--- config.mk ---
export PLATFORM = sky130hd
export DESIGN_NAME = exe_iter_div
export DESIGN_NICKNAME = d
export VERILOG_FILES = /design/src/rtl/exe_iter_div.sv
export SDC_FILE = /design/constraint.sdc
export NUM_CORES = 1
export LEC_CHECK = 0
export ABC_CLOCK_PERIOD_IN_PS = 8000
export BUFFER_PORTS_ARGS = -buffer_cell sky130_fd_sc_hd__buf_4
export CORE_ASPECT_RATIO = 0.6
export CORE_MARGIN = 2
export CORE_UTILIZATION = 45
export DETAILED_ROUTE_END_ITERATION = 10
export SLEW_MARGIN = 20
export SYNTH_ARGS = -nofsm -noshare
export SYNTH_HDL_FRONTEND = slang
export SYNTH_SLANG_ARGS = --single-unit
--- constraint.sdc ---
create_clock -name clk -period 8 [get_ports clk]
set_input_delay 1.6 -clock clk [delete_from_list [all_inputs] [get_ports clk]]
set_output_delay 1.6 -clock clk [all_outputs]
set_load 0.05 [all_outputs]
--- src/rtl/exe_iter_div.sv ---
// exe_iter_div: radix-2 restoring integer divider for the execute stage.
// Computes quotient and remainder together, signed or unsigned, WIDTH bits.
// Ports:
//   clk, reset (synchronous, active-high), flush (drop in-flight work)
//   in_valid/in_ready, in_signed, in_dividend, in_divisor, in_tag
//   out_valid/out_ready, out_quotient, out_remainder, out_tag,
//   out_div_by_zero, busy (unit not idle)
// Optional build macro DIV_ZERO_BYPASS_EN: a zero divisor is answered on
// the accept edge (quotient all ones, remainder = raw dividend).
module exe_iter_div #(
   parameter int WIDTH = 32,
   parameter int TAG_W = 5
) (
   input  logic             clk,
   input  logic             reset,
   input  logic             flush,
   input  logic             in_valid,
   output logic             in_ready,
   input  logic             in_signed,
   input  logic [WIDTH-1:0] in_dividend,
   input  logic [WIDTH-1:0] in_divisor,
   input  logic [TAG_W-1:0] in_tag,
   output logic             out_valid,
   input  logic             out_ready,
   output logic [WIDTH-1:0] out_quotient,
   output logic [WIDTH-1:0] out_remainder,
   output logic [TAG_W-1:0] out_tag,
   output logic             out_div_by_zero,
   output logic             busy
);

   localparam int CW = $clog2(WIDTH + 1);

   typedef enum logic [1:0] {
      IDLE,
      CALC,
      DONE
   } state_t;

   state_t state_q, state_d;

   logic [WIDTH-1:0] rem_q, rem_d;
   logic [WIDTH-1:0] quo_q, quo_d;
   logic [WIDTH-1:0] dvs_q, dvs_d;
   logic [CW-1:0]    cnt_q, cnt_d;
   logic [TAG_W-1:0] tag_q, tag_d;
   logic             q_neg_q, q_neg_d;
   logic             r_neg_q, r_neg_d;
   logic             dbz_q, dbz_d;

   logic             ov_q, ov_d;
   logic [WIDTH-1:0] oq_q, oq_d;
   logic [WIDTH-1:0] or_q, or_d;
   logic [TAG_W-1:0] ot_q, ot_d;
   logic             oz_q, oz_d;

   // operand magnitudes
   logic             dvd_neg, dvs_neg;
   logic [WIDTH-1:0] dvd_abs, dvs_abs;

   assign dvd_neg = in_signed & in_dividend[WIDTH-1];
   assign dvs_neg = in_signed & in_divisor[WIDTH-1];
   assign dvd_abs = dvd_neg ? -in_dividend : in_dividend;
   assign dvs_abs = dvs_neg ? -in_divisor : in_divisor;

   // one restoring step: {rem, quo} shifts left, the dividend
   // bits stream out of quo's MSB into rem while quotient bits
   // fill quo from the LSB
   logic [WIDTH:0]   trial;
   logic             take;
   logic [WIDTH-1:0] rem_nx, quo_nx;
   logic [WIDTH-1:0] q_fix, r_fix;

   assign trial  = {rem_q, quo_q[WIDTH-1]};
   assign take   = trial >= {1'b0, dvs_q};
   // when take is set the difference fits in WIDTH bits
   assign rem_nx = take ? (trial[WIDTH-1:0] - dvs_q)
                        : trial[WIDTH-1:0];
   assign quo_nx = {quo_q[WIDTH-2:0], take};
   assign q_fix  = q_neg_q ? -quo_nx : quo_nx;
   assign r_fix  = r_neg_q ? -rem_nx : rem_nx;

   always_ff @(posedge clk) begin
      if (reset) begin
         state_q <= IDLE;
         rem_q   <= '0;
         quo_q   <= '0;
         dvs_q   <= '0;
         cnt_q   <= '0;
         tag_q   <= '0;
         q_neg_q <= 1'b0;
         r_neg_q <= 1'b0;
         dbz_q   <= 1'b0;
         ov_q    <= 1'b0;
         oq_q    <= '0;
         or_q    <= '0;
         ot_q    <= '0;
         oz_q    <= 1'b0;
      end else begin
         state_q <= state_d;
         rem_q   <= rem_d;
         quo_q   <= quo_d;
         dvs_q   <= dvs_d;
         cnt_q   <= cnt_d;
         tag_q   <= tag_d;
         q_neg_q <= q_neg_d;
         r_neg_q <= r_neg_d;
         dbz_q   <= dbz_d;
         ov_q    <= ov_d;
         oq_q    <= oq_d;
         or_q    <= or_d;
         ot_q    <= ot_d;
         oz_q    <= oz_d;
      end
   end

   always_comb begin
      state_d = state_q;
      rem_d   = rem_q;
      quo_d   = quo_q;
      dvs_d   = dvs_q;
      cnt_d   = cnt_q;
      tag_d   = tag_q;
      q_neg_d = q_neg_q;
      r_neg_d = r_neg_q;
      dbz_d   = dbz_q;
      ov_d    = ov_q;
      oq_d    = oq_q;
      or_d    = or_q;
      ot_d    = ot_q;
      oz_d    = oz_q;

      if (flush) begin
         // flush wins over accept and over the result handshake
         state_d = IDLE;
         ov_d    = 1'b0;
      end else begin
         unique case (state_q)
            IDLE: begin
               if (in_valid) begin
                  state_d = CALC;
                  rem_d   = '0;
                  quo_d   = dvd_abs;
                  dvs_d   = dvs_abs;
                  cnt_d   = CW'(WIDTH);
                  tag_d   = in_tag;
                  q_neg_d = in_signed &
                            (in_dividend[WIDTH-1] ^
                             in_divisor[WIDTH-1]);
                  r_neg_d = dvd_neg;
                  dbz_d   = (in_divisor == '0);
`ifdef DIV_ZERO_BYPASS_EN
                  if (in_divisor == '0) begin
                     state_d = DONE;
                     ov_d    = 1'b1;
                     oq_d    = '1;
                     or_d    = in_dividend;
                     ot_d    = in_tag;
                     oz_d    = 1'b1;
                  end
`endif
               end
            end
            CALC: begin
               rem_d = rem_nx;
               quo_d = quo_nx;
               cnt_d = cnt_q - CW'(1);
               if (cnt_q == CW'(1)) begin
                  state_d = DONE;
                  ov_d    = 1'b1;
                  oq_d    = q_fix;
                  or_d    = r_fix;
                  ot_d    = tag_q;
                  oz_d    = dbz_q;
               end
            end
            DONE: begin
               if (out_ready) begin
                  state_d = IDLE;
                  ov_d    = 1'b0;
               end
            end
            default: begin
               state_d = IDLE;
               ov_d    = 1'b0;
            end
         endcase
      end
   end

   assign in_ready        = (state_q == IDLE);
   assign busy            = ~in_ready;
   assign out_valid       = ov_q;
   assign out_quotient    = oq_q;
   assign out_remainder   = or_q;
   assign out_tag         = ot_q;
   assign out_div_by_zero = oz_q;

endmodule

; Word level (Yosys, flattened, before mapping)
; Index checks and enable logic that the tools add are counted.
[totals]
ff_bits = 183
wordCells = 60
[op_classes]
n_eq_ne = 6
reduce_logical = 9
n_bitwise = 6
addsub = 6
n_lt_le_gt_ge = 1
mux = 18
[op_table]
columns = op, count
row1 = 32-bit 2-to-1 mux, 7
row2 = 32-bit negation, 4
row3 = 32-bit case mux with 2 select lines, 2
row4 = 33-bit by 32-bit greater-or-equal comparator with 1-bit output, 1
row5 = 32-bit zero test, 1
row6 = 32-bit subtractor, 1
row7 = 3-bit AND reduction, 5
row8 = 6-bit case mux with 2 select lines, 1
row9 = 6-bit by 1-bit == test with 1-bit output (second input constant), 1
row10 = 2-bit 2-to-1 mux, 3
row11 = 6-bit 2-to-1 mux, 1
row12 = 2-bit != test (second input constant), 3
row13 = 2-bit case mux with 3 select lines, 1
row14 = 6-bit by 1-bit subtractor with 6-bit output (second input constant), 1
row15 = 1-bit bitwise AND, 3
row16 = 1-bit case mux with 3 select lines, 1
row17 = 2-bit by 1-bit == test with 1-bit output (second input constant), 1
row18 = 2-bit == test (second input constant), 1
row19 = 2-bit zero test, 1
row20 = 1-bit 2-to-1 mux, 2
row21 = 1-bit NOT, 2
row22 = 2-bit nonzero test, 1
row23 = 2-bit OR reduction, 1
row24 = 1-bit bitwise XOR, 1

; Longest topological paths before layout
[depth]
depth_word = 4
ltp_mapped = 24

; Worst setup path before layout
; OpenSTA, ideal clock, no wires.
[synth_timing]
path_type = register to register
from = register dvs_q[26]
to = register or_q[24], in the netlist out_remainder[24]
setup_slack_ps = 3419
synth_period_minus_slack_ps = 4581
path_stages_with_launch = 24
t_arrival_ps = 4448
setup_time_ps = 133
n_path_buf = 6
cell_sequence = dfxtp_1 inv_1 ha_1 buf_2 nand4_1 nor4_2 nand2_1 a21oi_2 or2_1 buf_6 clkbuf_1 clkbuf_1 buf_2 buf_2 a21oi_1 inv_1 ha_1 nand3b_1 nor3_1 a41oi_1 or3_1 o21ai_1 xnor2_1 o22ai_1
[synth_via]
elab_chain_len = 4
[synth_lines]
columns = item, line_no
row1 = start: declaration, 44  ; logic [WIDTH-1:0] dvs_q, dvs_d;
row2 = start signal: assignment, 103  ; dvs_q <= dvs_d;
row3 = 33-bit by 32-bit greater-or-equal comparator with 1-bit output (*), 75  ; assign take = trial >= {1'b0, dvs_q};
row4 = 32-bit 2-to-1 mux (*), 77  ; assign rem_nx = take ? (trial[WIDTH-1:0] - dvs_q)
row5 = 32-bit negation, 81  ; assign r_fix = r_neg_q ? -rem_nx : rem_nx;
row6 = 32-bit 2-to-1 mux (*), 81
row7 = end signal: assignment, 111  ; or_q <= or_d;
row8 = end: declaration, 53  ; logic [WIDTH-1:0] or_q, or_d;
; Mark *: on every way between the ends. The rest lies on a longest branch, timed or not.
; A chain may end at the register's enable or synchronous reset.

; Worst setup path after layout
[layout_timing]
from = register rem_q[5]
to = register oq_q[30], in the netlist out_quotient[30]
[layout_via]
elab_chain_len = 3
[layout_lines]
columns = item, line_no
row1 = start: declaration, 42  ; logic [WIDTH-1:0] rem_q, rem_d;
row2 = start signal: assignment, 101  ; rem_q <= rem_d;
row3 = 33-bit by 32-bit greater-or-equal comparator with 1-bit output, 75
row4 = 32-bit negation, 80  ; assign q_fix = q_neg_q ? -quo_nx : quo_nx;
row5 = 32-bit 2-to-1 mux, 80
row6 = end signal: assignment, 110  ; oq_q <= oq_d;
row7 = end: declaration, 52  ; logic [WIDTH-1:0] oq_q, oq_d;
; No other way between the ends.

==> flow_metrics.tcl <==
set metrics [dict create \
    wl_met3_um 4107 \
    muxShareOfSynthArea 0.01234 \
    tns_ns 0 \
    grt_start_max_net_pins 96 \
    postCtsSetupRepairBufs 0 \
    clk_path_buf_depth 2 \
    synthFlopType "dfxtp_1" \
    period_needed_ns 5.270 \
    r2r_start "rem_q[5]$_SDFFE_PP0P_" \
    r2r-end "out_quotient[30]$_SDFFE_PP0P_" \
    path_cells "ha_1 -> a21oi_1 -> o21ai_1 -> a21oi_2 -> a21oi_2 -> or2_2 -> buf_4 -> inv_4 -> ha_1 -> nand4_1 -> or3_1 -> o31ai_1 -> and3_1 -> and3_1 -> o21ai_0 -> a21oi_1" \
    ir_worst_vdd_v 0.0001145 \
    synth_fa_ha_area_frac 0.04072 \
    worst_pin_slew_ns 1.143 \
    viasPerCell 5.918 \
    synth_area_per_cell_um2 7.402 \
    cp.required_ns 8.38 \
    vias 12340 \
    slew_headroom 0.2307 \
    drc 0 \
    final_area_um2 13980 \
    clkSlewWorstSetupHoldPaths_ns 0.07 \
    hold_viol_final 0 \
    num-nets-final 1826 \
    drt_iter0_drc 1203 \
    hold_depth 2 \
    dp_hpwl_um 31860 \
    wl_per_cell_um 19.95 \
    die_area_um2 28420 \
    slowest_stage "or2_2" \
    final.setup_skew_ns 0.01130 \
    fp.dieH_um 131.4 \
    p_per_area_nw_per_um2 175.3 \
    port_buffers 147 \
    yosys_warnings 0 \
    synth_top_family_by_area "compound AO/OA/AOI/OAI gates" \
    leakagePower_nw 5.455 \
    outcome "finished clean" \
    cts.repair.resized 0 \
    hold_ws_ns 0.4534 \
    post-route-util 0.5281 \
    fmax_mhz 189.8 \
    cp_max_fo 43 \
    first_pass_iters 8 \
    timing.critical_path.arrival_ns 5.65 \
    setup_viol 0 \
    maxSlewViolCount 0 \
    rsz0062_at_grt "false" \
    postRouteAntennaNets 0 \
    mostFrequentLayoutCell "nor2_1" \
    nFillCells 2603 \
    ios 148 \
    hold_path.class "flop to flop" \
    start_util 0.4596 \
    totalPowerFinal_mw 2.451 \
    syn-num-nets 1758 \
    wl_met1_um 21590 \
    antenna_found_initial 1 \
    path_class "flop to flop" \
    synthArstFlopShare 0 \
    grt_remaining_overflow 0 \
    grtUsageTotal 0.2909 \
    ctsHoldBuffers 0 \
    fp-row-count 46 \
    cts_tree "built" \
    cts.sinks 183 \
    min_to "out_tag[1]$_SDFFE_PP0P_" \
    synth_compound_area_frac 0.2595 \
    drt_wl_total_um 41600 \
    timing.reg2reg.setup_slack_ns 2.73 \
    first_global_vias 10950 \
    root_buffer "clkbuf_16" \
    final_cell_mix "nor2_1, nand2_1, dfxtp_1" \
    syn_area_um2 12170 \
    regArea_um2 3664 \
    setup.worst_path.end_class "flop" \
    core_area_um2 26480 \
    clkLatencyLatePin_ns 0.46 \
    finalCritPeriodShare 0.6587 \
    r2r_cells 16 \
    drive_above_1_share 0.1293 \
    area_growth_pct 14.90 \
    ys_seq_area_frac 0.3010 \
    synth-simple-area-share 0.2388 \
    grt_pass1_wl_um 64330 \
    worstHoldStart "tag_q[1]$_SDFFE_PP0P_" \
    numCtsBuffers 17 \
    die_x_um 216.3 \
    synth_edf_count 0 \
    ys_types 78 \
    cp_slowest_stage_delay_ns 0.51 \
    num_antenna_cells 0 \
    synth_xor_area_frac 0.09428 \
    maxCapViolCount 0 \
    gp_congestion 0.9712 \
    htree_levels 4 \
    synthesis.instances 1644 \
    placed_cell_area_um2 13370 \
    multi_input_area_um2 7868 \
    synth_seq_cells 183 \
    highest_layer "met5" \
    crit_path_start_kind "flop" \
    route.met2.wl_um 15250 \
]
-- cell type report --
type / count / area share
sequential: 183 / 0.2620
clock inverter: 15 / 0.01342
multi-input combinational: 1299 / 0.5627
tap: 360 / 0.03221
clock buffer: 17 / 0.03042
timing repair buffer: 158 / 0.08483
inverter: 53 / 0.01441
-- how the worst max path moves through the flow --
stage,start,end,slack [ns],cells after the start
after floorplan,dvs_q[26]$_SDFFE_PP0P_,out_remainder[24]$_SDFFE_PP0P_,3.42,23
after global placement,rem_q[5]$_SDFFE_PP0P_,out_quotient[30]$_SDFFE_PP0P_,2.91,16
after detailed placement,rem_q[5]$_SDFFE_PP0P_,out_quotient[30]$_SDFFE_PP0P_,2.91,16
after CTS,rem_q[5]$_SDFFE_PP0P_,out_quotient[30]$_SDFFE_PP0P_,2.89,16
after global routing,rem_q[5]$_SDFFE_PP0P_,out_quotient[30]$_SDFFE_PP0P_,2.49,16
final,rem_q[5]$_SDFFE_PP0P_,out_quotient[30]$_SDFFE_PP0P_,2.73,16
-- metrics by stage --
step / cells / setup slack [ns]
final: 2085 / 2.730
after global routing: 2085 / 2.486
after CTS: 2085 / 2.893
after detailed placement: 2053 / 2.911
after global placement: 2053 / 2.914
after floorplan: 1644 / 3.419
-- per-layer routing --
layer  vias to the layer above  track usage
met2                       490       0.3695
met3                        48      0.07708
met5                         -            0
li1                       6022            -
met1                      5776       0.4660
met4                         2      0.07268
-- logic make-up (layout without fill, tap and decap cells) --
kind of cell | after synthesis | after routing
and+or+nand+nor | 639 | 639
AOI/OAI and AO/OA | 476 | 476
DFF | 183 | 183
buffers and inverters | 162 | 243
xor gates and xnor gates | 131 | 131
adders and majority gates | 39 | 39
muxes | 14 | 14
-- report_power, final --
part	switching [mW]	total, mW	internal [mW]
logic	0.381	0.578	0.197
registers	0.0334	0.972	0.938
clock network	0.403	0.902	0.498
total	0.817	2.45	1.63
-- registers in the layout, summed over array words and instances (netlist names), 2 cells and up --
signal	count
dvs_q	32
out_quotient	32
out_remainder	32
quo_q	32
rem_q	32
cnt_q	6
out_tag	5
tag_q	5
state_q	2
-- critical path, delay by kind of cell (launching register included) --
kind | cells | cell delay (ns)
AOI/OAI and AO/OA | 7 | 1.73
and+or+nand+nor | 5 | 1.55
buffers and inverters | 2 | 0.75
adders and majority gates | 2 | 0.68
DFF | 1 | 0.45
-- synthesized netlist by cell type (all sizes together), types with 7 or more instances --
cell type  instances  area (µm²)
and3              10       62.56
a22oi             27       202.7
nor3              33       165.2
mux2i             12       123.9
xnor2             53       464.2
nor2             242       908.4
o211ai            21       167.7
a31oi             14       87.58
nand4             13       81.33
xor2              78       683.2
o31ai             25       187.7
o41ai             10       87.58
nor4              18       125.1
nor2b              7       43.79
o21ai             83       419.2
inv               53       201.5
a21o               8       60.06
dfxtp            183        3664
or4               13       97.59
a211oi            86       650.6
clkbuf            81       304.0
ha                38       475.5
or3               31       193.9
or2                7       43.80
buf               28       142.6
a21oi            145       748.2
nand3             30       150.1
and2              12       75.07
a311oi            12       105.1
nand2            197       739.5
Note: power is estimated with default switching activity, not from simulation.
